`config.mk`:
```
export PLATFORM = sky130hd
export DESIGN_NAME = odo_power_seq_flat
export DESIGN_NICKNAME = d
export VERILOG_FILES = /design/src/rtl/odo_power_seq_pkg.sv /design/src/rtl/odo_power_seq_if.sv /design/src/rtl/odo_power_seq_win_counter.sv /design/src/rtl/odo_power_seq.sv /design/src/flat_wrapper.sv
export SDC_FILE = /design/constraint.sdc
export NUM_CORES = 1
export LEC_CHECK = 0
export CORE_MARGIN = 1.5
export CORE_UTILIZATION = 48
export DETAILED_ROUTE_END_ITERATION = 16
export GPL_TIMING_DRIVEN = 0
export HOLD_SLACK_MARGIN = 0.1
export PLACE_DENSITY_LB_ADDON = 0.2
export SETUP_SLACK_MARGIN = 0.1
export SLEW_MARGIN = 15
export SYNTH_ARGS = -nofsm -noshare
export SYNTH_HDL_FRONTEND = slang
export SYNTH_HIERARCHICAL = 1
export SYNTH_SLANG_ARGS = --single-unit
```
`constraint.sdc`:
```
create_clock -name CLK -period 3.04 [get_ports CLK]
set_input_delay 0.456 -clock CLK [delete_from_list [all_inputs] [get_ports CLK]]
set_output_delay 0.456 -clock CLK [all_outputs]
set_load 0.005 [all_outputs]
```
`src/rtl/odo_power_seq_pkg.sv`:
```
// rtl/odo_power_seq_pkg.sv - shared state type, defaults and mask helpers for the odometer power sequencer
package odo_pkg;

    typedef enum logic [2:0] {
        ST_IDLE   = 3'd0,
        ST_STRESS = 3'd1,
        ST_SETTLE = 3'd2,
        ST_MEAS   = 3'd3,
        ST_GAP    = 3'd4,
        ST_DONE   = 3'd5
    } odo_seq_state_t;

    localparam int ODO_N_CH_MAX       = 16;
    localparam int ODO_SETTLE_CYC_DEF = 4;
    localparam int ODO_MEAS_W_DEF     = 8;

    // Bit 4 set means "no such bit"; bits [3:0] carry the channel index otherwise.
    localparam logic [4:0] ODO_NO_BIT = 5'h10;

    function automatic logic [4:0] next_set_bit(input logic [15:0] mask, input logic [3:0] ptr);
        logic [4:0] r;
        r = ODO_NO_BIT;
        for (int i = 15; i >= 0; i--) begin
            if (mask[i] && (i > int'(ptr))) begin
                r = 5'(i);
            end
        end
        return r;
    endfunction

    function automatic logic [4:0] first_set_bit(input logic [15:0] mask);
        logic [4:0] r;
        r = ODO_NO_BIT;
        for (int i = 15; i >= 0; i--) begin
            if (mask[i]) begin
                r = 5'(i);
            end
        end
        return r;
    endfunction

endpackage

```
`src/rtl/odo_power_seq_if.sv`:
```
// rtl/odo_power_seq_if.sv - control/response bundle between odometer control logic and the power sequencer
interface odo_power_seq_if
    import odo_pkg::*;
#(
    parameter int N_CH   = 4,
    parameter int MEAS_W = ODO_MEAS_W_DEF
);
    logic              START;
    logic              MEAS_REQ;
    logic [N_CH-1:0]   CH_MASK;
    logic [MEAS_W-1:0] MEAS_LEN;
    logic [N_CH-1:0]   EN_POWER_ROSC_STRESS;
    logic [N_CH-1:0]   EN_ROSC;
    logic              MEAS_DONE;
    logic              BUSY;

    modport master (
        output START, MEAS_REQ, CH_MASK, MEAS_LEN,
        input  EN_POWER_ROSC_STRESS, EN_ROSC, MEAS_DONE, BUSY
    );

    modport slave (
        input  START, MEAS_REQ, CH_MASK, MEAS_LEN,
        output EN_POWER_ROSC_STRESS, EN_ROSC, MEAS_DONE, BUSY
    );
endinterface

```
`src/rtl/odo_power_seq_win_counter.sv`:
```
// rtl/odo_power_seq_win_counter.sv - loadable down-counter with zero flag for settle and measurement windows
module odo_win_counter #(
    parameter int W = 8
) (
    input  logic         clk,
    input  logic         rst_n,
    input  logic         load,
    input  logic [W-1:0] load_val,
    output logic         zero
);
    logic [W-1:0] count;

    always_ff @(posedge clk or negedge rst_n) begin
        if (!rst_n) begin
            count <= '0;
        end else if (load) begin
            count <= load_val;
        end else if (count != '0) begin
            count <= count - W'(1);
        end
    end

    assign zero = (count == '0);
endmodule

```
`src/rtl/odo_power_seq.sv`:
```
// rtl/odo_power_seq.sv - ROSC stress power / measurement sequencer; ODO_SEQ_PARALLEL_EN measures all channels at once
module odo_power_seq
    import odo_pkg::*;
#(
    parameter int N_CH       = 4,
    parameter int MEAS_W     = ODO_MEAS_W_DEF,
    parameter int SETTLE_CYC = ODO_SETTLE_CYC_DEF
) (
    input  logic            CLK,
    input  logic            RESETn,
    odo_power_seq_if.slave  bus
);
    localparam int SET_W = $clog2(SETTLE_CYC + 1);

    odo_seq_state_t    state_q, state_d;
    logic [N_CH-1:0]   mask_q, mask_d;
    logic [MEAS_W-1:0] len_q, len_d;
    logic [3:0]        ptr_q, ptr_d;
    logic              arm_q, arm_d;

    logic              set_load, set_zero;
    logic              meas_load, meas_zero;
    logic [SET_W-1:0]  set_val;
    logic [MEAS_W-1:0] meas_val;

    logic [15:0]       mask16, req16;
    logic [4:0]        nxt_bit, first_bit;
    logic              meas_start;

    logic [N_CH-1:0]   power_q, power_d;
    logic [N_CH-1:0]   rosc_q, rosc_d;
    logic              done_q, done_d;
    logic              busy_q, busy_d;

    assign set_val  = SET_W'(SETTLE_CYC - 1);
    assign meas_val = len_q - MEAS_W'(1);

    odo_win_counter #(.W(SET_W)) u_settle_cnt (
        .clk      (CLK),
        .rst_n    (RESETn),
        .load     (set_load),
        .load_val (set_val),
        .zero     (set_zero)
    );

    odo_win_counter #(.W(MEAS_W)) u_meas_cnt (
        .clk      (CLK),
        .rst_n    (RESETn),
        .load     (meas_load),
        .load_val (meas_val),
        .zero     (meas_zero)
    );

    always_ff @(posedge CLK or negedge RESETn) begin
        if (!RESETn) begin
            state_q <= ST_IDLE;
            mask_q  <= '0;
            len_q   <= '0;
            ptr_q   <= '0;
            arm_q   <= 1'b1;
            power_q <= '0;
            rosc_q  <= '0;
            done_q  <= 1'b0;
            busy_q  <= 1'b0;
        end else begin
            state_q <= state_d;
            mask_q  <= mask_d;
            len_q   <= len_d;
            ptr_q   <= ptr_d;
            arm_q   <= arm_d;
            power_q <= power_d;
            rosc_q  <= rosc_d;
            done_q  <= done_d;
            busy_q  <= busy_d;
        end
    end

    always_comb begin
        state_d   = state_q;
        mask_d    = mask_q;
        len_d     = len_q;
        ptr_d     = ptr_q;
        set_load  = 1'b0;
        meas_load = 1'b0;

        mask16 = '0;
        mask16[N_CH-1:0] = mask_q;
        req16 = '0;
        req16[N_CH-1:0] = bus.CH_MASK;
        nxt_bit   = next_set_bit(mask16, ptr_q);
        first_bit = first_set_bit(req16);

        // Requests are only honoured from the two non-busy states.
        meas_start = arm_q && bus.MEAS_REQ &&
                     ((state_q == ST_IDLE) || (state_q == ST_STRESS));

        case (state_q)
            ST_IDLE: begin
                if (!meas_start && bus.START) begin
                    state_d = ST_STRESS;
                    mask_d  = bus.CH_MASK;
                end
            end
            ST_STRESS: begin
                if (!meas_start && !bus.START) begin
                    state_d = ST_IDLE;
                end
            end
            ST_SETTLE: begin
                if (set_zero) begin
                    state_d   = ST_MEAS;
                    meas_load = 1'b1;
                end
            end
            ST_MEAS: begin
                if (meas_zero) begin
`ifdef ODO_SEQ_PARALLEL_EN
                    state_d = ST_DONE;
`else
                    state_d = nxt_bit[4] ? ST_DONE : ST_GAP;
`endif
                end
            end
            ST_GAP: begin
                state_d   = ST_MEAS;
                ptr_d     = nxt_bit[3:0];
                meas_load = 1'b1;
            end
            ST_DONE: begin
                state_d = bus.START ? ST_STRESS : ST_IDLE;
            end
            default: begin
                state_d = ST_IDLE;
            end
        endcase

        if (meas_start) begin
            mask_d   = bus.CH_MASK;
            len_d    = (bus.MEAS_LEN == '0) ? MEAS_W'(1) : bus.MEAS_LEN;
            ptr_d    = first_bit[3:0];
            set_load = 1'b1;
            state_d  = (bus.CH_MASK == '0) ? ST_DONE : ST_SETTLE;
        end

        if (meas_start) begin
            arm_d = 1'b0;
        end else if (!bus.MEAS_REQ) begin
            arm_d = 1'b1;
        end else begin
            arm_d = arm_q;
        end

        // Outputs are decoded from the next state so they line up with it after the edge.
        power_d = (state_d != ST_IDLE) ? mask_d : '0;
        rosc_d  = '0;
        if (state_d == ST_MEAS) begin
`ifdef ODO_SEQ_PARALLEL_EN
            rosc_d = mask_d;
`else
            for (int i = 0; i < N_CH; i++) begin
                rosc_d[i] = (int'(ptr_d) == i);
            end
`endif
        end
        done_d = (state_d == ST_DONE);
        busy_d = (state_d == ST_SETTLE) || (state_d == ST_MEAS) ||
                 (state_d == ST_GAP)    || (state_d == ST_DONE);
    end

    assign bus.EN_POWER_ROSC_STRESS = power_q;
    assign bus.EN_ROSC              = rosc_q;
    assign bus.MEAS_DONE            = done_q;
    assign bus.BUSY                 = busy_q;

endmodule
```
`src/flat_wrapper.sv`:
```
// flat-port wrapper written by rule: the top's interface ports become plain ports
module odo_power_seq_flat import odo_pkg::*;
#(
    parameter int N_CH       = 4,
    parameter int MEAS_W     = ODO_MEAS_W_DEF,
    parameter int SETTLE_CYC = ODO_SETTLE_CYC_DEF
)
  (CLK, RESETn, bus_START, bus_MEAS_REQ, bus_CH_MASK, bus_MEAS_LEN, bus_EN_POWER_ROSC_STRESS, bus_EN_ROSC, bus_MEAS_DONE, bus_BUSY);
  odo_power_seq_if #(.N_CH(N_CH), .MEAS_W(MEAS_W)) bus_i ();
  input  logic CLK;
  input  logic RESETn;
  input wire logic [$bits(bus_i.START)-1:0] bus_START;
  input wire logic [$bits(bus_i.MEAS_REQ)-1:0] bus_MEAS_REQ;
  input wire logic [$bits(bus_i.CH_MASK)-1:0] bus_CH_MASK;
  input wire logic [$bits(bus_i.MEAS_LEN)-1:0] bus_MEAS_LEN;
  output wire logic [$bits(bus_i.EN_POWER_ROSC_STRESS)-1:0] bus_EN_POWER_ROSC_STRESS;
  output wire logic [$bits(bus_i.EN_ROSC)-1:0] bus_EN_ROSC;
  output wire logic [$bits(bus_i.MEAS_DONE)-1:0] bus_MEAS_DONE;
  output wire logic [$bits(bus_i.BUSY)-1:0] bus_BUSY;
  assign bus_i.START = bus_START;
  assign bus_i.MEAS_REQ = bus_MEAS_REQ;
  assign bus_i.CH_MASK = bus_CH_MASK;
  assign bus_i.MEAS_LEN = bus_MEAS_LEN;
  assign bus_EN_POWER_ROSC_STRESS = bus_i.EN_POWER_ROSC_STRESS;
  assign bus_EN_ROSC = bus_i.EN_ROSC;
  assign bus_MEAS_DONE = bus_i.MEAS_DONE;
  assign bus_BUSY = bus_i.BUSY;
  odo_power_seq #(.N_CH(N_CH), .MEAS_W(MEAS_W), .SETTLE_CYC(SETTLE_CYC)) u_core (.CLK(CLK), .RESETn(RESETn), .bus(bus_i));
endmodule
```
### After elaboration in Yosys (flattened, before gate mapping)

Cells that the tools add are included.

| operators by class | value |
|---|---|
| $lt $le $gt $ge | 3 |
| reductions and logical operators | 24 |
| add/subtract/negate cells | 3 |
| mux-type cells | 33 |
| equal/unequal tests | 13 |

Operators with widths:

| operator | count |
|---|---|
| 4-bit two-way mux | 10 |
| 3-bit two-way mux | 8 |
| 8-bit two-way mux | 3 |
| 3-bit one-hot mux with 6 select lines | 1 |
| 8-bit zero test | 2 |
| 8-bit by 1-bit subtractor with 8-bit output (second input constant) | 2 |
| 5-bit two-way mux | 3 |
| 3-bit by 2-bit == test with 1-bit output (second input constant) | 4 |
| 3-bit == test (second input constant) | 4 |
| 4-bit by 3-bit == test with 1-bit output (second input constant) | 2 |
| 2-bit by 4-bit greater-than comparator with 1-bit output (first input constant) | 2 |
| 4-bit zero test | 2 |
| 8-bit nonzero test | 1 |
| 1-bit logical AND | 7 |
| 3-bit zero test | 2 |
| 1-bit two-way mux | 6 |
| 3-bit nonzero test | 2 |
| 4-bit by 2-bit == test with 1-bit output (second input constant) | 1 |
| 1-bit by 4-bit greater-than comparator with 1-bit output (first input constant) | 1 |
| 1-bit logical OR | 4 |
| 2-bit nonzero test | 2 |
| 3-bit by 1-bit == test with 1-bit output (second input constant) | 1 |
| 3-bit by 1-bit subtractor with 3-bit output (second input constant) | 1 |
| 1-bit zero test | 2 |
| 3 further kinds | 3 |

| word-level totals | value |
|---|---|
| input port bits | 16 |
| flip-flop bits (word level) | 41 |
| output and inout bits | 10 |

### Longest topological paths before layout

| logic depth | value |
|---|---|
| word-level depth | 13 |
| mapped depth | 9 |
| depth with buffers taken out | 9 |

### Hierarchy

The synthesis kept the hierarchy.

By module, submodules not included:

| module | instances | seq. area each (µm²) | cells an instance | area an instance (µm²) |
|---|---|---|---|---|
| odo_power_seq | 1 | 752.0 | 145 | 1471.4 |
| odo_win_counter at u_core.u_meas_cnt | 1 | 200.2 | 54 | 476.7 |
| odo_win_counter at u_core.u_settle_cnt | 1 | 75.1 | 21 | 200.2 |

### Worst setup path after synthesis

No wires, ideal clock.

| timing path | value |
|---|---|
| kind | reg2reg |
| from | register u_core.u_meas_cnt.count[0] |
| to | register u_core.rosc_q[1] (netlist: u_core/bus.EN_ROSC[1]) |
| stages on the path, launching flop included | 10 |
| arrival | 2034 ps |
| slack | 857 ps |
| buffers on the path | 1 |
| cells stage by stage | dfrtp_1 > inv_1 > ha_1 > or3b_1 > clkbuf_2 > nor2_1 > nand2b_1 > a21oi_1 > a31oi_1 > a211oi_1 |

| between the ends | value |
|---|---|
| cells in the longest elaborated chain, start to end | 6 |

Ends and longest elaborated chain:

| item | line | text |
|---|---|---|
| from (decl) | odo_power_seq_win_counter.sv:11 | `logic [W-1:0] count;` |
| from (signal assigned) | odo_power_seq_win_counter.sv:17 | `count <= load_val;` |
| from (signal assigned) | odo_power_seq_win_counter.sv:19 | `count <= count - W'(1);` |
| 8-bit zero test | odo_power_seq_win_counter.sv:23 | `assign zero = (count == '0);` |
| named net u_core.meas_zero | odo_power_seq.sv:22 | `logic meas_load, meas_zero;` |
| 3-bit two-way mux | odo_power_seq.sv:116 | `if (meas_zero) begin` |
| 3-bit one-hot mux with 6 select lines | odo_power_seq.sv:97 | `case (state_q)` |
| 3-bit two-way mux | odo_power_seq.sv:137 | `if (meas_start) begin` |
| 3-bit by 2-bit == test with 1-bit output | odo_power_seq.sv:156 | `if (state_d == ST_MEAS) begin` |
| 4-bit two-way mux | odo_power_seq.sv:156 |  |
| named net u_core.rosc_d[1] | odo_power_seq.sv:31 | `logic [N_CH-1:0] rosc_q, rosc_d;` |
| to (signal assigned) | odo_power_seq.sv:72 | `rosc_q <= rosc_d;` |
| to (decl) | odo_power_seq.sv:31 |  |

The timed path passes the listed nets, and every way through them passes these cells.
A chain may end at the register's enable or synchronous reset.

### Final worst setup path

| timing path | value |
|---|---|
| from | register u_core.u_meas_cnt.count[0] |
| to | register u_core.rosc_q[3] (netlist: u_core/bus.EN_ROSC[3]) |

The elaborated chain is that of the path after synthesis.

==> results.toml <==
[run_status]
status = "finished, final reports clean"

[critical_path]
rr_worst_depth = 9
critPathArrivalTime_ns = 2.66
worstReg2RegStart = "u_core/u_meas_cnt/count[0]"
setup.worst_path.start_class = "flip-flop"
critPathMaxFanout = 7
critPathKind = "flip-flop to flip-flop"
required_ns = 3.18
worstSetupStartpoint = "u_core/u_meas_cnt/count[0]"
cp-end-kind = "flip-flop"

[timing]
finalMaxSlewViolations = 0
fin_crit_ns = 2.52
setup_viol = 0
rsz0062_at_grt = "no"
setup_tns_ns = 0
fin_skew_ns = 0.00794
fmax_ghz = 0.397
finalCritPeriodShare = 0.828
worst_pin_slew_ns = 0.650
slew_headroom = 0.567
hold_violations = 0

[run]
cap_violations = 0

[pwr]
ir_drop_v = 0.000446
clockPowerShare = 0.154
power.switching_uw = 851
combPwrFrac = 0.430
seqPwrFrac = 0.417
design_power_total_uw = 2300
intPower_uw = 1450
p_per_area_mw_per_mm2 = 894
p_leak_uw = 0.00115
p_sw_frac = 0.370

[drt]
drt-initial-drc-count = 128
drtAntennaViolNets = 0
viasPerCell = 5.65
wl_mm = 4.38
drc = 0
avgRoutedWirePerCell_um = 14.3
vias = 1729
drtPass1Iterations = 4

[clocking]
cts.sinks = 41
cts_resized = 0
cts_inserted_buffers = 5
cts.reportedPaths.clkPinSlew_ns = 0.08
insertion_delay_ns = 0.29
cts.hold.buffers_added = 0
post-cts-setup-buffers = 0
cts_buffer_depth = 2
cts_tree = "done"
h-tree-depth = 2
cts-root-buf = "clkbuf_8"

[placed_design]
dp_hpwl_mm = 3.22
gp_congestion = 0.839
port_buffers = 25

[synth]
async_flop_share = 1.00
yosys_warnings = 6
synthFlopType = "dfrtp_1"
netlist_area_sq_mm = 0.00215
ys_ff_latch = 41
ys_seq_area_frac = 0.478
synth.distinct_cells = 53
netlist_instances = 220
synth.avg_cell_area_sq_um = 9.77
synth_edf_count = 0

[final_layout]
multi_input_area_sq_mm = 0.00103
nets = 274
seqCellArea_sq_mm = 0.00103
layout-drive-gt1-share = 0.0827
fillers = 393
antenna_cells = 0
syn_to_final_growth_pct = 19.9

[global_route]
grt_max_degree = 24
track_usage = 0.197
antenna_found_initial = 0
grt_pass1_vias = 1661
grt-ovfl-total = 0
grt_pass1_wl_mm = 7.63

[floorplan]
fp.dieH_um = 69.9
initial_core_util = 0.497
ioPinCount = 26
die-area_sq_mm = 0.00489
core_sq_mm = 0.00432
die_width_um = 69.9
row_count = 24

[min_path]
worstHoldPathType = "input port to async pin"
[critical path, stage by stage (launching register included)]
cell,delay [ns]
dfrtp_1,0.42
inv_1,0.09
ha_1,0.22
or3b_1,0.35
clkbuf_2,0.16
nor2_1,0.30
nand2b_1,0.16
a21oi_1,0.07
a31oi_1,0.47
a211oi_1,0.12
[per-stage QoR]
| step | instances | hold WS (ns) | cell area (sq um) | setup WS [ns] | util |
|---|---|---|---|---|---|
| 2_1_floorplan | 221 | 0.160 | 2150 | 0.857 | - |
| 3_3_place_gp | 298 | 0.480 | 2470 | 0.450 | 0.571 |
| 3_5_place_dp | 299 | 0.435 | 2490 | 0.539 | 0.576 |
| 4_1_cts | 306 | 0.109 | 2580 | 0.510 | 0.596 |
| 5_1_grt | 306 | 0.130 | 2580 | 0.356 | 0.596 |
| 6_report | 306 | 0.105 | 2580 | 0.522 | 0.596 |
[power by group through the flow]
stage,logic (uW),registers [uW],clock network (uW)
2_1_floorplan,703,930,0
3_3_place_gp,957,957,0
3_5_place_dp,983,962,0
4_1_cts,993,953,367
5_1_grt,1110,995,388
6_report,989,959,354
[area by class of cell]
class	instances	area share
Sequential cell	41	0.399
Multi-Input combinational cell	158	0.398
Timing Repair Buffer	26	0.106
Inverter	14	0.0204
Buffer	8	0.0180
Clock buffer	7	0.0335
Tap cell	52	0.0253
[layout by cell type, fill, tap and decap left out, types with 2 or more instances in the layout]
cell,netlist,routed
a2bb2oi_1,2,2
or4_1,3,3
nor2b_1,8,8
o31ai_1,4,4
nor3_1,5,5
o21a_1,4,4
nand3b_1,2,2
xnor2_1,2,2
nor4b_1,2,2
a211oi_1,5,5
nand3_1,4,4
nor4_1,5,5
a211o_1,2,2
nand2_1,31,31
a21oi_1,6,6
or3b_1,2,2
dfrtp_1,40,40
ha_1,4,4
clkbuf_8,0,6
o21ai_0,7,7
a221oi_1,2,2
and3_1,3,3
nor3b_1,2,2
conb_1,2,3
a21boi_0,2,2
buf_2,2,3
xor2_1,4,4
mux2_2,3,3
nand2b_1,7,7
inv_1,13,13
clkbuf_1,3,4
nor2_1,13,13
a31oi_1,5,5
clkdlybuf4s50_1,0,24
[kinds of logic after synthesis]
| group | synth area share |
|---|---|
| buffers and inverters | 0.0460 |
| DFF | 0.478 |
| other | 0.00350 |
| xor gates and xnor gates | 0.0245 |
| adders and majority gates | 0.0233 |
| and+or+nand+nor | 0.244 |
| muxes | 0.0210 |
| AOI/OAI and AO/OA | 0.160 |
[sequential cells by signal (all words and copies together) (netlist names)]
name and cells:
u_core/bus.EN_POWER_ROSC_STRESS 4, u_core/u_meas_cnt/count 8, u_core/bus.MEAS_DONE 1, u_core/mask_q 4, u_core/u_settle_cnt/count 3, u_core/bus.EN_ROSC 4
u_core/arm_q 1, u_core/bus.BUSY 1, u_core/state_q 3, u_core/ptr_q 4, u_core/len_q 8
[cell usage after synthesis (all sizes together), types with 3 or more instances]
cell type | count | area [sq um]
buf | 3 | 21.3
nor4b | 4 | 56.3
o31ai | 4 | 30.0
inv | 14 | 52.6
a211oi | 5 | 37.5
nand2b | 7 | 43.8
dfrtp | 40 | 1000
clkbuf | 4 | 16.3
o21a | 4 | 30.0
or4 | 3 | 22.5
xor2 | 4 | 35.0
ha | 4 | 50.1
a31oi | 5 | 31.3
nand2 | 31 | 116
nor3 | 5 | 25.0
or3b | 3 | 28.8
mux2 | 4 | 45.0
nor2b | 8 | 50.1
a21oi | 6 | 30.0
nor4 | 5 | 31.3
nand3 | 4 | 20.0
nor2 | 13 | 48.8
o21ai | 7 | 35.0
and3 | 3 | 18.8
[metal layers]
metal	global-route usage	wire length, um	up-vias
met3	0.0433	192	7
met4	0.0791	68	0
met1	0.278	2130	825
met5	0	0	-
li1	-	-	853
met2	0.296	1990	44
[worst paths after layout]
kind | end | slack [ns]
max | u_core/bus.EN_ROSC[3] | 0.52
min | u_core/u_meas_cnt/count[7] | 0.11
max reg2reg | u_core/bus.EN_ROSC[3] | 0.52
min reg2reg | u_core/arm_q | 0.50
max in group asynchronous | u_core/arm_q | 2.38
min in group CLK | u_core/arm_q | 0.50
Note: power is estimated with default switching activity, not from simulation.
